[config.mk]
export PLATFORM = sky130hd
export DESIGN_NAME = tx_hs_sequencer
export DESIGN_NICKNAME = d
export VERILOG_FILES = /design/src/rtl/tx_hs_sequencer.sv
export SDC_FILE = /design/constraint.sdc
export NUM_CORES = 1
export LEC_CHECK = 0
export CELL_PAD_IN_SITES_DETAIL_PLACEMENT = 2
export CELL_PAD_IN_SITES_GLOBAL_PLACEMENT = 2
export CORE_ASPECT_RATIO = 0.9
export CORE_MARGIN = 8
export CORE_UTILIZATION = 33
export CTS_BUF_LIST = sky130_fd_sc_hd__clkbuf_4 sky130_fd_sc_hd__clkbuf_8
export CTS_CLUSTER_DIAMETER = 60
export DETAILED_ROUTE_END_ITERATION = 10
export GPL_TIMING_DRIVEN = 0
export PLACE_DENSITY_LB_ADDON = 0.1
export SYNTH_ARGS = -nofsm -noshare
export SYNTH_HDL_FRONTEND = slang
export SYNTH_SLANG_ARGS = --single-unit
[constraint.sdc]
create_clock -name TxByteClkHS -period 4.8 [get_ports TxByteClkHS]
set_clock_uncertainty 0.05 [all_clocks]
set_input_delay 0.48 -clock TxByteClkHS [delete_from_list [all_inputs] [get_ports TxByteClkHS]]
set_output_delay 0.48 -clock TxByteClkHS [all_outputs]
set_load 0.1 [all_outputs]
[src/rtl/tx_hs_sequencer.sv]
// HS transmit byte sequencer: frames a payload burst as leader, sync, payload
// and trailer bytes on a registered byte bus for the serializer.
module tx_hs_sequencer #(
    parameter int unsigned LEADER_BYTES  = 1,
    parameter int unsigned TRAILER_BYTES = 2
) (
    input  logic       TxByteClkHS,
    input  logic       Rst,
    input  logic       Enable,
    input  logic       TxRequestHS,
    input  logic [7:0] TxDataHS,
    output logic       TxReadyHS,
    output logic [7:0] DataHS,
    output logic       HsActive
);

    typedef enum logic [2:0] {
        ST_IDLE    = 3'd0,
        ST_LEADER  = 3'd1,
        ST_SYNC    = 3'd2,
        ST_DATA    = 3'd3,
        ST_TRAILER = 3'd4,
        ST_EXIT    = 3'd5
    } state_e;

    localparam logic [7:0] SYNC_BYTE    = 8'hB8;
    localparam logic [3:0] LEADER_LOAD  = 4'(LEADER_BYTES - 1);
    localparam logic [3:0] TRAILER_LOAD = 4'(TRAILER_BYTES - 1);

    state_e     state_q, state_d;
    logic [3:0] cnt_q, cnt_d;
    logic [7:0] data_q, data_d;
    logic       active_q, active_d;
    logic       last_bit_q, last_bit_d;

    // NOTE: every always_comb output gets a default first so no path can infer a latch.
    always_comb begin
        state_d    = state_q;
        cnt_d      = cnt_q;
        data_d     = data_q;
        active_d   = active_q;
        last_bit_d = last_bit_q;

        if (!Enable) begin
            state_d    = ST_IDLE;
            cnt_d      = 4'd0;
            data_d     = 8'h00;
            active_d   = 1'b0;
            last_bit_d = 1'b0;
        end else begin
            case (state_q)
                ST_IDLE: begin
                    data_d   = 8'h00;
                    active_d = 1'b0;
                    if (TxRequestHS) begin
                        state_d  = ST_LEADER;
                        active_d = 1'b1;
                        cnt_d    = LEADER_LOAD;
                    end
                end
                ST_LEADER: begin
                    data_d   = 8'h00;
                    active_d = 1'b1;
                    if (cnt_q == 4'd0) begin
                        state_d    = ST_SYNC;
                        data_d     = SYNC_BYTE;
                        // A burst with no payload ends on the sync byte, whose MSB is 1.
                        last_bit_d = SYNC_BYTE[7];
                    end else begin
                        cnt_d = cnt_q - 4'd1;
                    end
                end
                ST_SYNC, ST_DATA: begin
                    active_d = 1'b1;
                    if (TxRequestHS) begin
                        state_d    = ST_DATA;
                        data_d     = TxDataHS;
                        last_bit_d = TxDataHS[7];
                    end else begin
                        state_d = ST_TRAILER;
                        data_d  = {8{~last_bit_q}};
                        cnt_d   = TRAILER_LOAD;
                    end
                end
                ST_TRAILER: begin
                    active_d = 1'b1;
                    if (cnt_q == 4'd0) begin
                        state_d  = ST_EXIT;
                        data_d   = 8'h00;
                        active_d = 1'b0;
                    end else begin
                        cnt_d = cnt_q - 4'd1;
                    end
                end
                ST_EXIT: begin
                    state_d  = ST_IDLE;
                    data_d   = 8'h00;
                    active_d = 1'b0;
                end
                default: begin
                    state_d    = ST_IDLE;
                    cnt_d      = 4'd0;
                    data_d     = 8'h00;
                    active_d   = 1'b0;
                    last_bit_d = 1'b0;
                end
            endcase
        end
    end

    // NOTE: sequential state uses non-blocking assignments so all registers update together.
    always_ff @(posedge TxByteClkHS or posedge Rst) begin
        if (Rst) begin
            state_q    <= ST_IDLE;
            cnt_q      <= 4'd0;
            data_q     <= 8'h00;
            active_q   <= 1'b0;
            last_bit_q <= 1'b0;
        end else begin
            state_q    <= state_d;
            cnt_q      <= cnt_d;
            data_q     <= data_d;
            active_q   <= active_d;
            last_bit_q <= last_bit_d;
        end
    end

    assign TxReadyHS = (state_q == ST_SYNC) || (state_q == ST_DATA);
    assign DataHS    = data_q;
    assign HsActive  = active_q;

endmodule

==> impl_results.md, run 1 <==
- Status: finished clean
- WL/cell: 17.9 microns
- Final #Nets: 143
- Period utilization: 0.584
- Synth Area per Inst: 9.15 sq um
- Ant. Diodes: 0
- Share of layout cells above drive strength 1: 0.0859
- Die ar.: 4820 sq um
- GRT Total Usage: 0.134
- Period minus WS final: between 2 and 3 ns
- Dominant cells by area after synthesis: dfrtp_1 (45%), a21oi_1 (4.8%), a22oi_1 (4.8%)
- Later-pin clock latency in the skew report: 0.30 ns
- Via count: 877
- Synth unique cells: 33
- Max clock buf depth: 2
- Compound-gate portion of the synthesized area: 0.264
- DRC Markers: 0
- Design area: 1230 sq um
- Synth Register Bits: 17
- TritonCTS clock tree: built
- Final setup TNS: 0 ns
- Setup bufs post-CTS: 0
- CP top delay family: buffers and inverters
- Ys async rst share: 1.00
- PD cells: 448 nW/um^2
- Clock sink count: 17
- Min setup slack post-route: roughly 2 ns
- Synthesized Nets: 117
- Die width: 72.3 microns
- Area Growth Syn to Fin: 30.8%
- Synth cell count leaders: dfrtp_1 (17), a21oi_1 (9), nor2_1 (9), nand2_1 (8), o21ai_0 (8)
- Post-DR vias/cell: 5.22
- Crit Path Max Fanout: 7
- Vias in the first global route: 992
- Critical-path top delay cell: clkdlybuf4s50_1
- MaxCap Viol Count: 0
- Placed cell areas: 1200 sq um
- Worst slew margin: 0.339
- Total chip power: 552 uW
- CP cell instances: nor2b_1 > buf_2 > clkdlybuf4s50_1
- Syn. warnings: 0
- Critical Path Sink Type: output pin
- Post-synthesis simple-gate area fraction: 0.174
- WL final: around 3000 microns
- Number of synthesized flops with an enable pin: 0
- Mux cell area share after synthesis: 0.0106
- Post-CTS Resized: 0
- Post-synthesis adder-cell area fraction: 0.0266
- Worst vdd ir: 214 uV
- Iteration-0 DRC Markers: 38
- Count leader, synth: dfrtp_1
- Wire length of the first global-routing pass: 4970 microns
- Clock H-tree levels: 1
- Largest family of logic cells by synthesized area: compound AO/OA/AOI/OAI gates
- Port Buffers: 21
- Max Fclk: 0.356 GHz
- Clock-pin slew on the worst setup and hold paths: between 0.1 and 0.15 ns
- DR pass1 iterations: 4
- Post-synth top area share: 0.452
- Crit path required time: 4.27 ns
- Worst hold path type: reg -> reg
- RSZ-0062 raised after global routing: no
- GRT Residual Overflow: 0
- Pleak: 0.533 nW
- Worst path buffer plus inverter count: 2
- Cell taking the most area after synthesis: dfrtp_1
- Initial antenna violation count: 0
- Total CTS buffers: 3
- Final Hold Violating Endpoints: 0
- Main synth FF type: dfrtp_1
- CP Class: reg -> out
- Routability-driven placement congestion ratio: 0.747
- Std cell rows: 18
- Mapped Cells: 103
- Initial Util: 0.346
- Cts hold-fix bufs: 0
- Die H: between 60 and 70 microns
- Setup-failing EPs final: 0
- Crit path largest cell delay: ~1.2 ns
- Largest net degree at the start of global routing: 18
- Post-synthesis xor/xnor area fraction: 0.00930
- Routed Antenna Nets: 0
- Detailed-placement wirelength estimate: between 2000 and 2500 microns
- Final Max Tran Viols: 0
- Worst slew pin tran: ~1 ns
- Core region area: 2730 sq um
- Ports: 22
- Crit path launch type: flop
- Cell Area, Synth: between 900 and 1000 sq um
- Root Buffer: clkbuf_4
- Place WS: between 2 and 2.5 ns
- Arr. time, crit path: 2.28 ns
- Seq/Total Area, Yosys: 0.452
## through the flow
| step | hold WS [ns] | util | cells |
|---|---|---|---|
| 3_3_place_gp | 0.457 | 0.441 | 164 |
| 2_1_floorplan | 0.356 | - | 103 |
| 6_report | 0.490 | 0.452 | 168 |
| 5_1_grt | 0.507 | 0.452 | 168 |
| 4_1_cts | 0.496 | 0.452 | 168 |
| 3_5_place_dp | 0.475 | 0.441 | 164 |
## final timing paths
check	startpoint	endpoint	depth (start not counted)	slack, ns
setup / recovery	state_q[2]	TxReadyHS	3	1.99
hold / removal	DataHS[2]	DataHS[2]	2	0.49
setup reg to reg	cnt_q[0]	DataHS[7]	7	2.88
hold reg to reg	DataHS[2]	DataHS[2]	2	0.49
max in group asynchronous	Rst	DataHS[2]	2	3.74
min in group asynchronous	Rst	state_q[0]	2	0.51
## layout by cell type (no fill, tap or decap), types with 2 or more instances in the layout
master           netlist  final
clkdlybuf4s50_1        0     21
a31oi_1                2      2
nand2b_1               2      2
nand2_1                8      8
clkbuf_4               0      4
ha_1                   2      2
nor2_1                 9      9
a21o_1                 4      4
o2bb2ai_1              2      2
a21oi_1                9      9
a22oi_1                6      6
nor2b_1                3      3
inv_1                  6      6
dfrtp_1               17     17
o21ai_0                8      8
buf_2                  3      3
nor3_1                 4      4
## registers in the layout (all words and copies together), names as in the netlist
register / cells
state_q: 3
DataHS: 8
cnt_q: 4
HsActive: 1
last_bit_q: 1
## tightest hold or removal path, cell delays in order (launching register included)
cell	delay, ns
dfrtp_1	0.39
nand2_1	0.06
a21oi_1	0.06
## area by class of cell
type                       count  area (sq um)
buffer                         6          37.5
fill                         312          1490
inverter                       6          22.5
multi-input combinational     74           457
tap                           40          50.0
timing repair buffer          21           210
clock buffer                   4          30.0
sequential                    17           425
## layer usage
layer  wire length (microns)  GRT usage  part of all wire
met1                    1290      0.146              0.43
met2                    1570      0.244              0.52
met3                     116     0.0465             0.039
met4                      29     0.0305            0.0097
met5                       0          0                 0
## kinds of logic (layout without fill, tap and decap cells)
family | after synthesis | in the layout
fa+ha+maj | 2 | 2
compound gates | 38 | 38
xor+xnor | 1 | 1
simple gates | 32 | 32
mux | 1 | 1
buf+inv | 12 | 37
flops | 17 | 17
## power breakdown
group,internal (mW),switching [mW]
registers,0.165,0.0182
clock network,0.0380,0.0495
logic,0.0904,0.191
(Power assumes the default switching activity.)
==> inputs of run 2 (changes only) <==
Settings changed: CORE_UTILIZATION 33 to 27.
Clock period 4.8 ns to 2.5 ns, I/O delays scaled along.
==> impl_results.md, run 2 (synthesis results as in run 1) <==
- Status: finished clean
- CP Class: reg -> out
- Setup-failing EPs final: 0 (unchanged)
- Initial antenna violation count: 0 (unchanged)
- Final setup TNS: 0 ns (unchanged)
- DRC Markers: 0 (unchanged)
- Arr. time, crit path: 1.95 ns (-0.33 ns)
- Die width: 78.3 microns (+8.2%)
- Final Max Tran Viols: 0 (unchanged)
- CP startpoint: state_q[2]
- Non-Filler Instances: 172 (+2.4%)
- Critical Path Sink Type: output pin
- Critical-path top delay cell: dlygate4sd2_1
- Iteration-0 DRC Markers: 54 (+42%)
- Max clock buf depth: 2 (unchanged)
- Worst slew margin: 0.344 (+0.00487)
- Die H: 72.0 microns (+8.0%)
- Routed Antenna Nets: 0 (unchanged)
- Place WS: 0.242 ns (-2.09 ns)
- WL final: 2910 microns (-3.0%)
- Cts hold-fix bufs: 0 (unchanged)
- Commonest cells after routing, fill and taps aside: clkdlybuf4s50_1 (20), dfrtp_1 (17), a21oi_1 (9), nor2_1 (9)
- Later-pin clock latency in the skew report: 0.26 ns (-0.04 ns)
- Period utilization: 0.900
- Share of layout cells above drive strength 1: 0.0859 (unchanged)
- GRT Total Usage: 0.110 (-0.0243)
- PD cells: 870 nW/um^2 (+94%)
- Placed Cells: 168 (+2.4%)
- TritonCTS clock tree: built
- Crit path required time: 2.20 ns (-2.07 ns)
- Max Fclk: 0.445 GHz
- Routability-driven placement congestion ratio: 0.734 (-1.7%)
- Via count: 864 (-1.5%)
- Root Buffer: clkbuf_8
- Ports: 22 (unchanged)
- Pleak: 0.545 nW (+2.1%)
- Crit path launch type: flop
- Max FFs per register: 8 (unchanged)
- Final #Nets: 143 (unchanged)
- Vias in the first global route: 957 (-3.5%)
- Min setup slack post-route: 0.251 ns (-1.74 ns)
- Std cell rows: 20 (+2)
- Detailed-placement wirelength estimate: 2210 microns (-2.2%)
- Period minus WS final: 2.25 ns
- Clock sink count: 17 (unchanged)
- Reg-to-reg critical path startpoint: cnt_q[0]
- Most common cell after layout, fill and taps aside: clkdlybuf4s50_1
- Post-DR vias/cell: 5.02 (-3.8%)
- CP cell instances: nor2b_1 > buf_2 > dlygate4sd2_1
- Die ar.: 5640 sq um (+17%)
- Worst slew pin tran: 0.981 ns (-0.00727 ns)
- Worst vdd ir: 276 uV (+29%)
- Wire length of the first global-routing pass: 4920 microns (-1.1%)
- RSZ-0062 raised after global routing: no
- Port Buffers: 21 (unchanged)
- Crit Path Max Fanout: 7 (unchanged)
- Area Growth Syn to Fin: 32.9%
- Crit path largest cell delay: 0.89 ns (-0.27 ns)
- Clock-pin slew on the worst setup and hold paths: 0.07 ns (-0.05 ns)
- WL/cell: 16.9 microns (-5.3%)
- Ant. Diodes: 0 (unchanged)
- Final Hold Violating Endpoints: 0 (unchanged)
- R2r setup slk: 0.57 ns (-2.31 ns)
- Largest net degree at the start of global routing: 18 (unchanged)
- Clock H-tree levels: 1 (unchanged)
- Worst hold path type: in -> async
- DR pass1 iterations: 4 (unchanged)
- Core region area: 3350 sq um (+23%)
- Initial Util: 0.281 (-0.0648)
- GRT Residual Overflow: 0 (unchanged)
- Total CTS buffers: 3 (unchanged)
- MaxCap Viol Count: 0 (unchanged)
run 2: per-layer routing:
layer	up-vias	GRT usage	wire length (microns)	part of all wire
met5	-	0	0	0
met4	0	0.0431	36	0.012
met3	5	0.0346	131	0.045
met1	425	0.132	1410	0.48
li1	419	-	-	-
met2	15	0.178	1340	0.46
run 2: layout make-up:
type	count	area, sq um
plain buffers	6	37.5
clock buffers	3	41.3
clock inverters	1	5.00
fillers	396	2100
inverters	6	22.5
multi-input cells	74	457
flip-flops and latches	17	425
well taps	44	55.1
repair buffers	21	209
run 2: critical path, delay by kind of cell, from the launching register on:
family | cells | cell delay [ns]
buf+inv | 2 | 1.09
flops | 1 | 0.47
simple gates | 1 | 0.13
run 2: worst paths after layout:
kind / to / cells after the start
setup / recovery: TxReadyHS / 3
hold / removal: cnt_q[1] / 2
setup reg to reg: DataHS[3] / 7
hold reg to reg: DataHS[2] / 2
max in group asynchronous: DataHS[0] / 2
min in group TxByteClkHS: DataHS[2] / 2
run 2: report_power, final:
group | switching [mW] | total [mW] | internal [mW] | leakage [nW]
clock | 0.104 | 0.215 | 0.111 | 0.0255
sequential | 0.0341 | 0.351 | 0.317 | 0.231
combinational | 0.354 | 0.523 | 0.170 | 0.288
run 2: what timing repair did:
| item | CTS | global route |
|---|---|---|
| resized for setup | 1 | 0 |
| setup endpoints to repair | 1 | 0 |
| buffers inserted | 0 | 0 |
run 2: stage by stage:
step / cell area (sq um) / hold slack [ns] / total power [mW] / util
after floorplan: 942 / 0.126 / 0.742 / -
after global placement: 1210 / 0.459 / 0.875 / 0.360
after detailed placement: 1210 / 0.470 / 0.889 / 0.360
after CTS: 1250 / 0.385 / 1.10 / 0.374
after global routing: 1250 / 0.433 / 1.15 / 0.374
final: 1250 / 0.338 / 1.09 / 0.374
